File: config.mk
export PLATFORM = sky130hd
export DESIGN_NAME = out_fifo
export DESIGN_NICKNAME = d
export VERILOG_FILES = /design/src/rtl/out_channel_pkg.sv /design/src/rtl/out_fifo.sv
export SDC_FILE = /design/constraint.sdc
export NUM_CORES = 1
export LEC_CHECK = 0
export ABC_AREA = 1
export CORE_UTILIZATION = 60
export CTS_BUF_LIST = sky130_fd_sc_hd__clkbuf_4
export CTS_CLUSTER_SIZE = 25
export DETAILED_ROUTE_END_ITERATION = 6
export DONT_BUFFER_PORTS = 1
export GPL_TIMING_DRIVEN = 0
export PLACE_DENSITY = 0.76
export SYNTH_ARGS = -nofsm -noshare
export SYNTH_HDL_FRONTEND = slang
export SYNTH_SLANG_ARGS = --single-unit
File: constraint.sdc
create_clock -name clock -period 2.6 [get_ports clock]
set_clock_uncertainty 0.2 [all_clocks]
set_input_delay 0.52 -clock clock [delete_from_list [all_inputs] [get_ports clock]]
set_output_delay 0.52 -clock clock [all_outputs]
set_load 0.03 [all_outputs]
File: src/rtl/out_channel_pkg.sv
// Shared types and helpers for the output-channel checker slice.
package out_channel_pkg;

  // Checker phases: accept words, finish comparing buffered words, report.
  typedef enum logic [1:0] {
    COLLECT = 2'd0,
    DRAIN   = 2'd1,
    DONE    = 2'd2
  } state_t;

  // Word width used when the instantiating level does not override it.
  localparam int DEFAULT_WIDTH = 12;

  // Pointer width for a circular buffer of the given depth (at least one bit).
  function automatic int ptr_width(input int depth);
    return (depth > 1) ? $clog2(depth) : 1;
  endfunction

endpackage

File: src/rtl/out_fifo.sv
// Circular word buffer: DEPTH entries, one push and one pop per cycle,
// registered occupancy count (0..DEPTH) and full/empty flags.
module out_fifo
  import out_channel_pkg::*;
#(
  parameter  int W     = DEFAULT_WIDTH,
  parameter  int DEPTH = 4,
  localparam int PW    = ptr_width(DEPTH)
) (
  input  logic         clock,
  input  logic         reset,
  input  logic         push,
  input  logic         pop,
  input  logic [W-1:0] wr_data,
  output logic [W-1:0] rd_data,
  output logic         full,
  output logic         empty,
  output logic [PW:0]  count
);

  logic [W-1:0]  mem [DEPTH];
  logic [PW-1:0] wr_ptr;
  logic [PW-1:0] rd_ptr;
  logic          do_push;
  logic          do_pop;

  // Requests are ignored when they would overflow or underflow the buffer.
  assign do_push = push && !full;
  assign do_pop  = pop && !empty;
  assign full    = (count == (PW+1)'(DEPTH));
  assign empty   = (count == '0);
  assign rd_data = mem[rd_ptr];

  // Storage array; contents are don't-care until written, so no reset.
  always_ff @(posedge clock) begin
    if (do_push) mem[wr_ptr] <= wr_data;
  end

  // Pointers wrap naturally; count moves only when exactly one side acts.
  always_ff @(posedge clock) begin
    if (reset) begin
      wr_ptr <= '0;
      rd_ptr <= '0;
      count  <= '0;
    end else begin
      if (do_push) wr_ptr <= wr_ptr + 1'b1;
      if (do_pop)  rd_ptr <= rd_ptr + 1'b1;
      case ({do_push, do_pop})
        2'b10:   count <= count + 1'b1;
        2'b01:   count <= count - 1'b1;
        default: count <= count;
      endcase
    end
  end

endmodule

* Word level (Yosys, flattened, before mapping)
Memory sizes are Yosys's and may differ from the RTL's. A register that Yosys moved wholly into a read port is not among the register bits. Cells that the tools add are included.
Storage, ports and cells: input bits 16, memories 1, output and inout bits 17, logic and storage cells 22, bits in writable memories 48, register bits after elaboration 7
Memories:
- mem | words 4, width 12, read ports 1, clocked after memory_dff 1, write ports 1, line out_fifo.sv:21 | logic [W-1:0] mem [DEPTH];
Cells by class: add/subtract/negate cells 4, muxes and demuxes 5, eq/ne operators 3, reduce and logical (&&, ||, !) cells 6
Operators with widths (count):
- $pmux W3 S2 | 1
- $add A2 B1 Y2 const B | 2
- $mux W2 | 2
- $add A3 B1 Y3 const B | 1
- $eq A3 B3 Y1 const B | 1
- $logic_not A3 Y1 | 1
- $sub A3 B1 Y3 const B | 1
- $eq A2 B1 Y1 const B | 1
- $eq A2 B2 Y1 const B | 1
- $logic_and A1 B1 Y1 | 2
- $logic_not A1 Y1 | 2
- $mux W1 | 2
- $reduce_bool A2 Y1 | 1

* Depth between registers and ports, before layout
Gate-level depths: netlist (run 1).
word-level depth 5, mapped depth 13, mapped depth without buffers 13

* Least setup slack after synthesis (run 1)
OpenSTA, ideal clock, no wires.
kind flip-flop to flip-flop, start register count[1], end register count[2], library setup time 110 ps, path slack 327 ps, arrival time 1963 ps, path buffers 0, cell stages (with the launch flop) 14, required time 2290 ps, path through dfxtp_1 > inv_1 > nand3_1 > inv_1 > nor2_1 > ha_1 > inv_1 > fa_1 > inv_1 > nand2_1 > nand3_1 > nand2_1 > inv_1 > nor2_1
Between the ends: longest elaborated chain between the ends 5, elaborated cells on any way between the ends 12, those cells by class 2 x add/sub; 3 x eq/ne; 1 x mux; 6 x reduce/logical
RTL lines:
- start, declared | line out_fifo.sv:18 | output logic [PW:0] count
- start signal, assigned | line out_fifo.sv:49 | 2'b10: count <= count + 1'b1;
- start signal, assigned | line out_fifo.sv:50 | 2'b01: count <= count - 1'b1;
- start signal, assigned | line out_fifo.sv:51 | default: count <= count;
- $logic_not A3 Y1 (*) | line out_fifo.sv:31 | assign empty = (count == '0);
- net empty | line out_fifo.sv:17 | output logic empty,
- $logic_not A1 Y1 (*) | line out_fifo.sv:29 | assign do_pop = pop && !empty;
- $logic_and A1 B1 Y1 (*) | line out_fifo.sv:29
- net do_pop | line out_fifo.sv:25 | logic do_pop;
- $eq A2 B1 Y1 / $eq A2 B2 Y1 (equally long branches) | line out_fifo.sv:48 | case ({do_push, do_pop})
- $pmux W3 S2 / $reduce_bool A2 Y1 (equally long branches)
Mark *: on every way through the listed nets, which the timed path passes. The rest lies on a longest branch. A chain may end at the register's enable or synchronous reset.

==> reports/results.ini, run 1 <==
[routing]
vias = 1415
routedWlPerCell_um = 16.5
wirelength_mm = 4.12
dr.pass1.iters = 4
drtAntennaViolNets = 0
drc = 0
drt_iter0_drc = 47
post_drt_via_cell_ratio = 5.66

[worst_setup_path]
cp-end-kind = output pin
critPathMaxFanout = 10
reg2regPathDepth = 13
crit_type = reg2out
cp_data_required_time_ns = 1.88
cp.arrival_ns = 1.74
crit_path_start_kind = register
regToRegStartpoint = count[1]$_SDFFE_PP0P_
critPathSlowestCell = o22ai_1
r2r_end = count[2]$_SDFFE_PP0P_
cp_slowest_stage_delay_ns = 0.60
reg2reg_slack_ns = 0.20
worstPathCellList = inv_1, buf_2, o21ai_1, o22ai_1

[worst_hold_path]
worstHoldPathType = in2reg
worstHoldStart = wr_data[0]
holdPathEnd = mem[2][0]$_DFFE_PP_
whs_path_depth = 0

[final_layout]
fin_nets = 219
drive_above_1_share_pct = 11.9
diodes = 0
area_growth_pct = 8.29
final_util_pct = 67.4

[yosys]
synth.area.top_cells = edfxtp_1 (63%), dfxtp_1 (7.9%), nor2_1 (5.8%), o21ai_1 (3.5%), o22ai_1 (3.3%)
synth-edff-count = 48
syn_area_sq_um = 2280
synth_top_area_share_pct = 63.3
post-synth-top-count-cell = edfxtp_1
seq_area_frac_synth_pct = 71.2
postSynthCellCount = 186
yosys_warnings = 0
synth_top_area_cell = edfxtp_1
async_flop_share_pct = 0
ys_seq_elements = 57
ys_top_cells_by_count = edfxtp_1 (48), nor2_1 (35), inv_1 (18)
syn_nets = 208
ys.flop_type = edfxtp_1
synth_cell_types = 19
avgSynthCellArea_sq_um = 12.2

[clock_network]
clock_latency_ns = 0.37
numCtsBuffers = 9
root_buffer = clkbuf_4
path_clk_slew_ns = 0.10
cts.sinks = 57
clockBufferDepth = 2
cts_hold_buffers = 0
htree_num_levels = 3
tritoncts = done

[floorplan]
die_w_um = 63.6
initial_core_util_pct = 62.2
die_area_sq_um = 4050
io_pins = 33
rows = 22
core_sq_um = 3660
dieHeight_um = 63.6

[global_route]
track_usage_pct = 23.3
grt_pass1_vias = 1518
grt_max_degree = 13
antenna_found_initial = 0
gr-total-overflow = 0
grt_pass1_wl_mm = 6.72

[timing]
tns_ns = 0
fmax_mhz = 406
drv_slew = 0
final-hold-violation-count = 0
rsz0062_at_grt = no
fin_crit_sh_pct = 94.7
worst_pin_slew_ns = 1.13
setup-violations-final = 0
slew_headroom_pct = 24.2
fin_crit_ns = 2.46

[pwr]
peakVddDrop_v = 0.000871
p_per_area_nw_per_um2 = 1020
p_leak_uw = 0.000912

[place]
place_congestion = 0.786
io_buffers = 0
dp_hpwl_mm = 2.70

[flow_run]
cap_violations = 0

[run_status]
outcome = complete, no violations

==> per-layer routing <==
metal	global-route usage (%)	vias up	part of all wire [%]
met5	0	-	0
met2	38.3	52	52
met4	18.8	0	3.0
met1	25.1	671	38
li1	-	677	-
met3	5.98	15	6.6
==> worst max-delay path, delay by kind of cell, from the launching register on <==
kind	cells	cell delay (ns)
AOI/OAI and AO/OA	2	0.71
buffers and inverters	2	0.32
DFF	1	0.34
==> logic make-up after synthesis <==
kind of cell,Yosys count,share of synthesized area (%)
AND/OR/NAND/NOR,53,9.50
adder cells (fa/ha/maj),6,3.62
buffers and inverters,26,5.38
flip-flops,57,71.2
AO/OA/AOI/OAI,44,10.3
==> registers in the layout, summed over array words and instances (netlist names), named ones only <==
signal and flops:
rd_ptr 2, count 3, mem 48, wr_ptr 2
==> placed cells by master (no fill, tap or decap), types with 2 or more instances in the layout <==
cell type  instances
a21oi_1            6
buf_2              2
buf_4              2
buf_6              2
clkbuf_4          10
clkinv_1           4
dfxtp_1            6
dfxtp_2            3
edfxtp_1          48
ha_1               5
inv_1             18
inv_2              2
nand2_1           11
nand3_1            4
nor2_1            35
o21ai_0           10
o21ai_1           16
o22ai_1           12
==> what timing repair did <==
item                                    CTS  global route
gates resized for setup                   0             3
buffers inserted                          0             0
endpoints found under the setup margin    0            49
==> area by class of cell <==
class	count	area, sq um
flip-flops and latches	57	1630
multi-input cells	103	534
fillers	250	1190
plain buffers	6	47.5
clock buffers	10	75.1
inverters	20	75.1
well taps	48	60.1
clock inverters	6	50.0
==> per-stage QoR <==
stage	worst slack [ns]	std cells	hold WS, ns	instance area (sq um)	power (uW)
final	0.138	250	0.0304	2470	2530
after global routing	0.0216	250	0.00801	2470	2650
after CTS	0.0417	250	0.0225	2460	2530
after detailed placement	0.0718	234	0.297	2340	1960
after global placement	0.142	234	0.265	2340	1920
after floorplan	0.327	186	0.248	2280	1810
==> worst max path at each step <==
stage	startpoint	end	slack, ns	depth (start not counted)
CTS	count[1]$_SDFFE_PP0P_	count[2]$_SDFFE_PP0P_	0.04	12
detailed placement	count[1]$_SDFFE_PP0P_	count[2]$_SDFFE_PP0P_	0.07	13
floorplan	count[1]$_SDFFE_PP0P_	count[2]$_SDFFE_PP0P_	0.33	13
global placement	count[1]$_SDFFE_PP0P_	mem[3][6]$_DFFE_PP_	0.14	4
finish	register	rd_data[7]	0.14	4
global route	count[1]$_SDFFE_PP0P_	count[2]$_SDFFE_PP0P_	0.02	13
==> report_power, final <==
part / switching [uW] / internal, uW
combinational: 568 / 175
clock: 291 / 290
sequential: 92.7 / 1110
total: 951 / 1570
No activity file was read; power rests on OpenSTA's default activity.
==> inputs of run 2 (changes only) <==
--- a/config.mk
+++ b/config.mk
@@ -13,6 +13,7 @@
 export DONT_BUFFER_PORTS = 1
 export GPL_TIMING_DRIVEN = 0
 export PLACE_DENSITY = 0.76
+export REMOVE_ABC_BUFFERS = 1
 export SYNTH_ARGS = -nofsm -noshare
 export SYNTH_HDL_FRONTEND = slang
 export SYNTH_SLANG_ARGS = --single-unit
==> reports/results.ini, run 2 (synthesized netlist as in run 1, its figures left out) <==
[clock_network]
clockBufferDepth = 2
path_clk_slew_ns = 0.08
cts_hold_buffers = 0
clock_latency_ns = 0.36
root_buffer = clkbuf_4
tritoncts = done
cts.sinks = 57
numCtsBuffers = 9
htree_num_levels = 3
post_cts.repair.setup_buffers = 0

[global_route]
grt_max_degree = 26
antenna_found_initial = 0
gr-total-overflow = 0
grt_pass1_vias = 1450
track_usage_pct = 22.2
grt_pass1_wl_mm = 6.49

[timing]
tns_ns = 0
setup-violations-final = 0
slew_headroom_pct = 22.4
fin_crit_sh_pct = 92.1
worst_pin_slew_ns = 1.16
final-hold-violation-count = 0
rsz0062_at_grt = no
setup_slack_ns = 0.205
drv_slew = 0
fin_crit_ns = 2.40
fmax_mhz = 417
fin_hold_ws_ns = 0.0407

[routing]
wirelength_mm = 4.05
drc = 0
dr.pass1.iters = 6
drtAntennaViolNets = 0
post_drt_via_cell_ratio = 5.70
drt_iter0_drc = 69
vias = 1391
routedWlPerCell_um = 16.6

[final_layout]
largest_reg_flops = 48
fill_cells = 264
fin_nets = 213
diodes = 0
drive_above_1_share_pct = 17.9
largest_register = mem
area_growth_pct = 9.34
final_cell_mix = edfxtp_1 (48), nor2_1 (35), inv_1 (17)
top_regs = mem: 48 flops, count: 3 flops
final_util_pct = 68.0
final_common_cell = edfxtp_1

[floorplan]
core_sq_um = 3660
rows = 22
die_w_um = 63.6
die_area_sq_um = 4050
initial_core_util_pct = 62.2
io_pins = 33
dieHeight_um = 63.6

[worst_setup_path]
cp-end-kind = output pin
crit_path_start_kind = register
critPathMaxFanout = 25
cp.arrival_ns = 1.68
crit_type = reg2out
cp_data_required_time_ns = 1.88
regToRegStartpoint = count[1]$_SDFFE_PP0P_

[pwr]
p_per_area_nw_per_um2 = 995
peakVddDrop_v = 0.000640
power.total_uw = 2480
p_leak_uw = 0.000906

[place]
dp_hpwl_mm = 2.49
place_congestion = 0.710
place_ws_ns = 0.0420
io_buffers = 0

[worst_hold_path]
worstHoldPathType = in2reg
worstHoldStart = wr_data[10]

[run_status]
outcome = complete, no violations

[flow_run]
cap_violations = 0

[run 2: cell count changes in the layout (fill, tap and decap cells not counted), sizes merged]
cell	before	now
bufinv	1	0
clkbuf	10	14
clkinv	5	2
clkinvlp	0	1
inv	20	19
buf	6	0
[run 2: cell type report]
| type | count | area [sq um] | share of cell area [%] |
|---|---|---|---|
| Inverter | 20 | 78.8 | 3.16 |
| Clock inverter | 2 | 7.51 | 0.301 |
| Sequential cell | 57 | 1630 | 65.4 |
| Multi-Input combinational cell | 103 | 609 | 24.5 |
| Clock buffer | 14 | 105 | 4.22 |
| Tap cell | 48 | 60.1 | 2.41 |
[run 2: final timing paths]
check | cells after the start | end | slack [ns]
hold / removal | 0 | mem[0][10]$_DFFE_PP_ | 0.04
setup reg to reg | 12 | count[2]$_SDFFE_PP0P_ | 0.22
setup / recovery | 3 | rd_data[2] | 0.20
hold reg to reg | 2 | rd_ptr[0]$_SDFFE_PP0P_ | 0.30
[run 2: routing by layer]
layer / vias to the layer above / global-route usage [%] / share of wire [%]
met4: 0 / 10.8 / 1.7
met1: 662 / 23.9 / 39
met5: - / 0 / 0
met2: 53 / 38.0 / 53
met3: 8 / 8.33 / 6.2
li1: 668 / - / -
[run 2: worst max-delay path: stages (launching register included)]
cell     delay [ns]
dfxtp_4        0.44
inv_2          0.34
o21ai_0        0.19
o22ai_2        0.33
[run 2: what timing repair did]
| item | CTS | global route |
|---|---|---|
| gates resized for setup | 13 | 6 |
| endpoints found under the setup margin | 12 | 19 |
| pin swaps | 0 | 0 |
[run 2: power by group]
group	internal (uW)	switching (uW)
registers	1110	132
logic	174	539
clock network	246	273
[run 2: metrics by stage]
stage,cell area [sq um],instances
final,2490,244
after global routing,2490,244
after CTS,2480,244
after detailed placement,2290,228
after global placement,2290,228
after floorplan,2230,180
==> inputs of run 3 (changes only) <==
--- a/config.mk
+++ b/config.mk
@@ -6,8 +6,9 @@
 export NUM_CORES = 1
 export LEC_CHECK = 0
 export ABC_AREA = 1
+export CORE_MARGIN = 2
 export CORE_UTILIZATION = 60
-export CTS_BUF_LIST = sky130_fd_sc_hd__clkbuf_4
+export CTS_BUF_LIST = sky130_fd_sc_hd__clkbuf_8
 export CTS_CLUSTER_SIZE = 25
 export DETAILED_ROUTE_END_ITERATION = 6
 export DONT_BUFFER_PORTS = 1
==> reports/results.ini, run 3 (synthesized netlist as in run 1, its figures left out) <==
[run_status]
outcome = complete, no violations

[timing]
tns_ns = 0
drv_slew = 0
slew_headroom_pct = 24.4
setup-violations-final = 0
fin_crit_ns = 2.43
fin_hold_ws_ns = 0.0943
rsz0062_at_grt = no
fmax_mhz = 412
worst_pin_slew_ns = 1.13
fin_crit_sh_pct = 93.3
final-hold-violation-count = 0

[place]
io_buffers = 0
placed_cells = 228
dp_hpwl_mm = 2.39
place_congestion = 0.718

[worst_setup_path]
cp-end-kind = output pin
crit_path_start_kind = register
reg2reg_slack_ns = 0.22
cp_data_required_time_ns = 1.88
cp.arrival_ns = 1.71
cp_num_cells = 3
critPathMaxFanout = 13
cp_slowest_stage_delay_ns = 0.46
path_buf_inv = 1
critPathTopFamily = compound AO/OA/AOI/OAI gates
crit_type = reg2out
reg2regPathDepth = 4
critPathSlowestCell = dfxtp_1
worstPathCellList = inv_1, o21ai_1, o22ai_2

[final_layout]
top_regs = mem: 48 flops, count: 3 flops
largest_reg_flops = 48
area_growth_pct = 12.1
final_cell_mix = edfxtp_1 (48), nor2_1 (33), inv_1 (20)
largest_register = mem
regArea_sq_um = 1630
drive_above_1_share_pct = 16.3
final_util_pct = 69.8
layoutNonFillerInstCount = 244
fin_nets = 213
multi_input_area_sq_um = 614
final_common_cell = edfxtp_1
fill_cells = 254
diodes = 0

[floorplan]
io_pins = 33
die_w_um = 65.6
dieHeight_um = 65.6
initial_core_util_pct = 62.2
rows = 22
core_sq_um = 3660
die_area_sq_um = 4310

[routing]
routedWlPerCell_um = 16.5
wirelength_mm = 4.02
dr.pass1.iters = 4
vias = 1376
drtAntennaViolNets = 0
post_drt_via_cell_ratio = 5.64
drt_iter0_drc = 118
drc = 0

[clock_network]
root_buffer = clkbuf_8
clock_latency_ns = 0.31
cts.sinks = 57
numCtsBuffers = 9
htree_num_levels = 3
tritoncts = done
clockBufferDepth = 2
path_clk_slew_ns = 0.06

[global_route]
gr-total-overflow = 0
antenna_found_initial = 0
grt_pass1_wl_mm = 6.21
track_usage_pct = 20.8
grt_pass1_vias = 1390
grt_max_degree = 26

[flow_run]
cap_violations = 0

[pwr]
power.total_uw = 2680
p_leak_uw = 0.000936
p_per_area_nw_per_um2 = 1050
peakVddDrop_v = 0.000750

[worst_hold_path]
whs_path_depth = 0
worstHoldPathType = in2reg

==> run 3: cell types whose count changed in the layout (fill, tap and decap cells not counted), sizes merged <==
cell,delta
clkinvlp,-1
clkbuf,-5
bufinv,+1
inv,+3
clkinv,+2
==> run 3: path summary, 6_finish.rpt <==
path / start / to
setup / recovery: register / rd_data[8]
hold / removal: wr_data[4] / mem[1][4]$_DFFE_PP_
setup reg to reg: count[1]$_SDFFE_PP0P_ / mem[0][3]$_DFFE_PP_
hold reg to reg: rd_ptr[0]$_SDFFE_PP0P_ / register
==> run 3: final cells by class <==
class	instances	share of cell area (%)
well taps	48	2.35
inverters	20	2.94
clock buffers	9	4.85
clock inverters	7	2.11
flip-flops and latches	57	63.7
multi-input cells	103	24.1
==> run 3: repair_timing <==
| item | in CTS | in global routing |
|---|---|---|
| hold buffers | 0 | 0 |
| endpoints found under the hold margin | 0 | 0 |
| pin swaps | 0 | 0 |
| setup endpoints to repair | 12 | 59 |
| resized for setup | 3 | 15 |
| buffers inserted | 0 | 0 |
==> run 3: through the flow <==
step | worst slack, ns | area (sq um)
2_1_floorplan | 0.327 | 2230
3_3_place_gp | 0.154 | 2290
3_5_place_dp | 0.0793 | 2290
4_1_cts | 0.00438 | 2480
5_1_grt | 0.0246 | 2550
6_report | 0.174 | 2550
==> run 3: power breakdown <==
group	leakage [uW]	switching [uW]	internal (uW)
clock	0.0000981	302	423
sequential	0.000516	129	1110
combinational	0.000322	538	173
total	0.000936	969	1710
==> run 3: layer usage <==
layer / part of all wire [%] / global-route usage [%]
met1: 36 / 20.3
met2: 55 / 36.9
met3: 8.5 / 8.73
met4: 0.95 / 10.7
met5: 0 / 0
==> run 3: worst reg2reg max path, cell delays in order (launching register included) <==
cell and delay [ns]:
dfxtp_2 0.43, inv_1 0.13, nand3_2 0.15, nand2_1 0.18, nor2_1 0.89
